===== src/rtl/control.sv =====
// control: registered RV32I decode of funct7/funct3/opcode into an ALU
// operation select and a register-file write enable.
module control (
  input  logic       clk,
  input  logic       rst_n,
  input  logic [6:0] funct7,
  input  logic [2:0] funct3,
  input  logic [6:0] opcode,
  output logic [3:0] alu_control,
  output logic       regwrite_control
);

  typedef enum logic [3:0] {
    ALU_AND  = 4'b0000,
    ALU_OR   = 4'b0001,
    ALU_ADD  = 4'b0010,
    ALU_SLL  = 4'b0011,
    ALU_SUB  = 4'b0100,
    ALU_SLT  = 4'b0101,
    ALU_XOR  = 4'b0110,
    ALU_SRL  = 4'b0111,
    ALU_SRA  = 4'b1000,
    ALU_SLTU = 4'b1001,
    ALU_NOP  = 4'b1111
  } alu_op_e;

  localparam logic [6:0] OP_RTYPE = 7'b0110011;
  localparam logic [6:0] OP_ITYPE = 7'b0010011;
  localparam logic [6:0] F7_BASE  = 7'b0000000;
  localparam logic [6:0] F7_ALT   = 7'b0100000;

  alu_op_e    base_op;
  alu_op_e    alu_control_d;
  alu_op_e    alu_control_q;
  logic       regwrite_control_d;
  logic       regwrite_control_q;

  // Operation implied by funct3 alone, shared by the R-type and I-type paths
  always_comb begin
    base_op = ALU_ADD;
    unique case (funct3)
      3'b000:  base_op = ALU_ADD;
      3'b001:  base_op = ALU_SLL;
      3'b010:  base_op = ALU_SLT;
      3'b011:  base_op = ALU_SLTU;
      3'b100:  base_op = ALU_XOR;
      3'b101:  base_op = ALU_SRL;
      3'b110:  base_op = ALU_OR;
      default: base_op = ALU_AND;
    endcase
  end

  // Full decode; anything not explicitly legal falls through to NOP with no write
  always_comb begin
    alu_control_d      = ALU_NOP;
    regwrite_control_d = 1'b0;
    if (opcode == OP_RTYPE) begin
      if (funct7 == F7_BASE) begin
        alu_control_d      = base_op;
        regwrite_control_d = 1'b1;
      end else if (funct7 == F7_ALT && funct3 == 3'b000) begin
        alu_control_d      = ALU_SUB;
        regwrite_control_d = 1'b1;
      end else if (funct7 == F7_ALT && funct3 == 3'b101) begin
        alu_control_d      = ALU_SRA;
        regwrite_control_d = 1'b1;
      end
    end else if (opcode == OP_ITYPE) begin
      // Only the shift encodings look at funct7; the rest carry immediate bits there
      if (funct3 == 3'b001 || funct3 == 3'b101) begin
        if (funct7 == F7_BASE) begin
          alu_control_d      = base_op;
          regwrite_control_d = 1'b1;
        end else if (funct7 == F7_ALT && funct3 == 3'b101) begin
          alu_control_d      = ALU_SRA;
          regwrite_control_d = 1'b1;
        end
      end else begin
        alu_control_d      = base_op;
        regwrite_control_d = 1'b1;
      end
    end
  end

  // Output registers, cleared asynchronously by reset
  always_ff @(posedge clk or negedge rst_n) begin
    if (!rst_n) begin
      alu_control_q      <= ALU_AND;
      regwrite_control_q <= 1'b0;
    end else begin
      alu_control_q      <= alu_control_d;
      regwrite_control_q <= regwrite_control_d;
    end
  end

  assign alu_control      = alu_control_q;
  assign regwrite_control = regwrite_control_q;

endmodule


===== config.mk =====
export PLATFORM = sky130hd
export DESIGN_NAME = control
export DESIGN_NICKNAME = d
export VERILOG_FILES = /design/src/rtl/control.sv
export SDC_FILE = /design/constraint.sdc
export NUM_CORES = 1
export LEC_CHECK = 0
export ABC_CLOCK_PERIOD_IN_PS = 800
export CAP_MARGIN = 20
export CELL_PAD_IN_SITES_DETAIL_PLACEMENT = 0
export CELL_PAD_IN_SITES_GLOBAL_PLACEMENT = 1
export CORE_MARGIN = 1.5
export CORE_UTILIZATION = 24
export DETAILED_ROUTE_END_ITERATION = 8
export PLACE_DENSITY = 0.86
export REMOVE_ABC_BUFFERS = 1
export SKIP_CTS_REPAIR_TIMING = 1
export SLEW_MARGIN = 20
export SYNTH_ARGS = -nofsm -noshare
export SYNTH_HDL_FRONTEND = slang
export SYNTH_SLANG_ARGS = --single-unit

===== constraint.sdc =====
create_clock -name clk -period 0.8 [get_ports clk]
set_input_delay 0.16 -clock clk [delete_from_list [all_inputs] [get_ports clk]]
set_output_delay 0.16 -clock clk [all_outputs]
set_load 0.02 [all_outputs]

==> run summary <==
Status: finished, violations left
Failing checks: setup timing
Cell with the most instances after synthesis: nand2_1
Count of different cell masters after synthesis: 29
Part of the power in registers: 32.9%
Core Region: 1540 µm²
CP Launch Type: input pin
Chip Width: 44.0 µm
Antenna Cells: 0
Number of global-route vias before repair: 464
Synth top area share: 31.1%
Clock root buffer: clkbuf_4
CP endpoint kind: register
Setup CP Type: in2reg
Crit-path cells: dlymetal6s2s_1 > nor4_4 > a311oi_2 > or4b_1 > o32a_1
Largest net degree at the start of global routing: 9
VDD IR-drop max: 0.383 mV
Worst slack, placed: -1.05 ns
Core Rows: 14
Fillers: 147
Cell-internal power: 578 µW
Clock slew at reported path FFs: 0.04 ns
Die height: 44.0 µm
Worst EP required: 0.91 ns
Area growth syn-to-layout: 109%
Dominant cells by area after synthesis: dfrtp_1 (31%), nand2_1 (5.6%), nor4_4 (5.3%)
Setup violators final: 10
Max incr delay on CP: 0.54 ns
GPL Wtd Cong: 0.817
# IOs: 24
Routed Antenna Nets: 0
CTS buffer count: 3
Mapped Cells: 47
Avg Cell Area, Syn: 8.57 µm²
EDFF count, synth: 0
Tcrit/Tclk final: 163%
Setup ws final: -0.505 ns
Final hold vios: 0
Clock Path Buffers: 2
First-pass GRT wire length: 2.01 mm
Area leader, netlist: dfrtp_1
Drt drc: 0
Clock Sinks: 5
Slew Viols, Final: 0
Final WL: 1.28 mm
CTS tree: done
Synth warnings: 0
Flops & latches, synth: 5
Initial antenna violation count: 0
GR Util All Layers: 14.1%
Port Buffer Count: 23
Tot Pwr: 777 µW
DR iter-0 viols: 9
Unrepaired setup endpoints after global routing: yes
Critical Path AT: 1.42 ns
Async set or reset register ratio after synthesis: 100%
Initial Utilization: 26.1%
Setup TNS: -1.89 ns
Synth cell count leaders: nand2_1 (6), dfrtp_1 (5)
Dpl hpwl: 949 µm
Clock period minus final worst setup slack: 1.30 ns
Combinational share of power: 31.4%
Critical path fanouts, max: 2
MaxCap Viol Count: 0
Most used DFF post-synth: dfrtp_1
DR vias/cell: 5.13
Static leakage: 0.000436 µW
Final hold slack: 0.144 ns
Via count: 508
Post-layout util: 54.7%
First-pass DRT Iterations: 4
Slew margin rel.: 80.5%
Total die area: 1930 µm²
Switching Share: 25.6%
Nets@finish: 103
Critical-path top delay cell: or4b_1
Sequential area share after synthesis: 31.1%
PwrDens: 922 nW/µm²
H-Tree Level Count: 1
HP Class: in2async
Worst-margin pin slew: 0.292 ns
Fmax: 766 MHz
Layout cell share with drive strength beyond 1: 41.0%
Post-Syn Area: 403 µm²
Clock power share: 35.7%
Gr ovfl total: 0
WL/cell: 12.9 µm
P_sw: 199 µW
==> sequential cells by signal, indices dropped and copies added (netlist names) <==
name              flops
alu_control           4
regwrite_control      1
==> metrics by stage <==
step	cell area, µm²	cells
after detailed placement	717	94
after global placement	717	94
after global routing	843	99
after floorplan	399	46
after CTS	743	98
final	843	99
==> power groups by stage <==
stage          Combinational [µW]  Sequential (µW)  Clock, µW
3_3_place_gp                  217              259          0
4_1_cts                       220              255        292
5_1_grt                       265              255        311
3_5_place_dp                  219              259          0
2_1_floorplan                56.0              260          0
6_report                      244              255        278
==> final cells by class <==
cell class | count | area (µm²) | share of cell area, %
inverters | 1 | 3.75 | 0.445
flip-flops and latches | 5 | 125 | 14.8
multi-input cells | 40 | 333 | 39.5
well taps | 16 | 20.0 | 2.37
repair buffers | 33 | 335 | 39.8
clock buffers | 4 | 26.3 | 3.12
==> worst paths after layout <==
kind	end	start
min	alu_control[3]$_DFF_PN0_	rst_n
min in group clk	alu_control[1]$_DFF_PN0_	funct3[1]
max in group asynchronous	regwrite_control$_DFF_PN0_	rst_n
max	alu_control[2]$_DFF_PN0_	funct7[3]
==> worst max-delay path: cells and delay by family <==
family	cells	cell delay [ns]
compound gates	2	0.32
simple gates	2	0.79
buf+inv	1	0.15
==> kinds of logic after synthesis <==
group / count (synthesis) / synth area share [%]
simple gates: 26 / 41.9
buf+inv: 2 / 1.86
flops: 5 / 31.1
compound gates: 13 / 23.0
xor+xnor: 1 / 2.17
==> routing by layer <==
metal	wire (µm)	global-route usage [%]	vias up
li1	-	-	252
met1	559	17.4	247
met2	682	23.2	9
met3	34	2.50	0
met4	0	7.27	0
met5	0	0	-
==> placed cells by master, fill, tap and decap left out, drive strengths merged <==
master and n:
buf 16, dlymetal6s2s 13, nand2 6, clkbuf 6, dfrtp 5, and2 3, nor4 2, nor2b 2
nand2b 2, a21oi 2, nand3 2, and3 2, o21ai 2, clkdlybuf4s50 2, nor2 2, nor3 2
o311ai 2, nor3b 1, a31oi 1, a21boi 1, inv 1, a311oi 1, or4b 1, o32a 1
and4 1, xor2 1, o21a 1, o22ai 1, o2bb2ai 1
(Power assumes the default switching activity.)
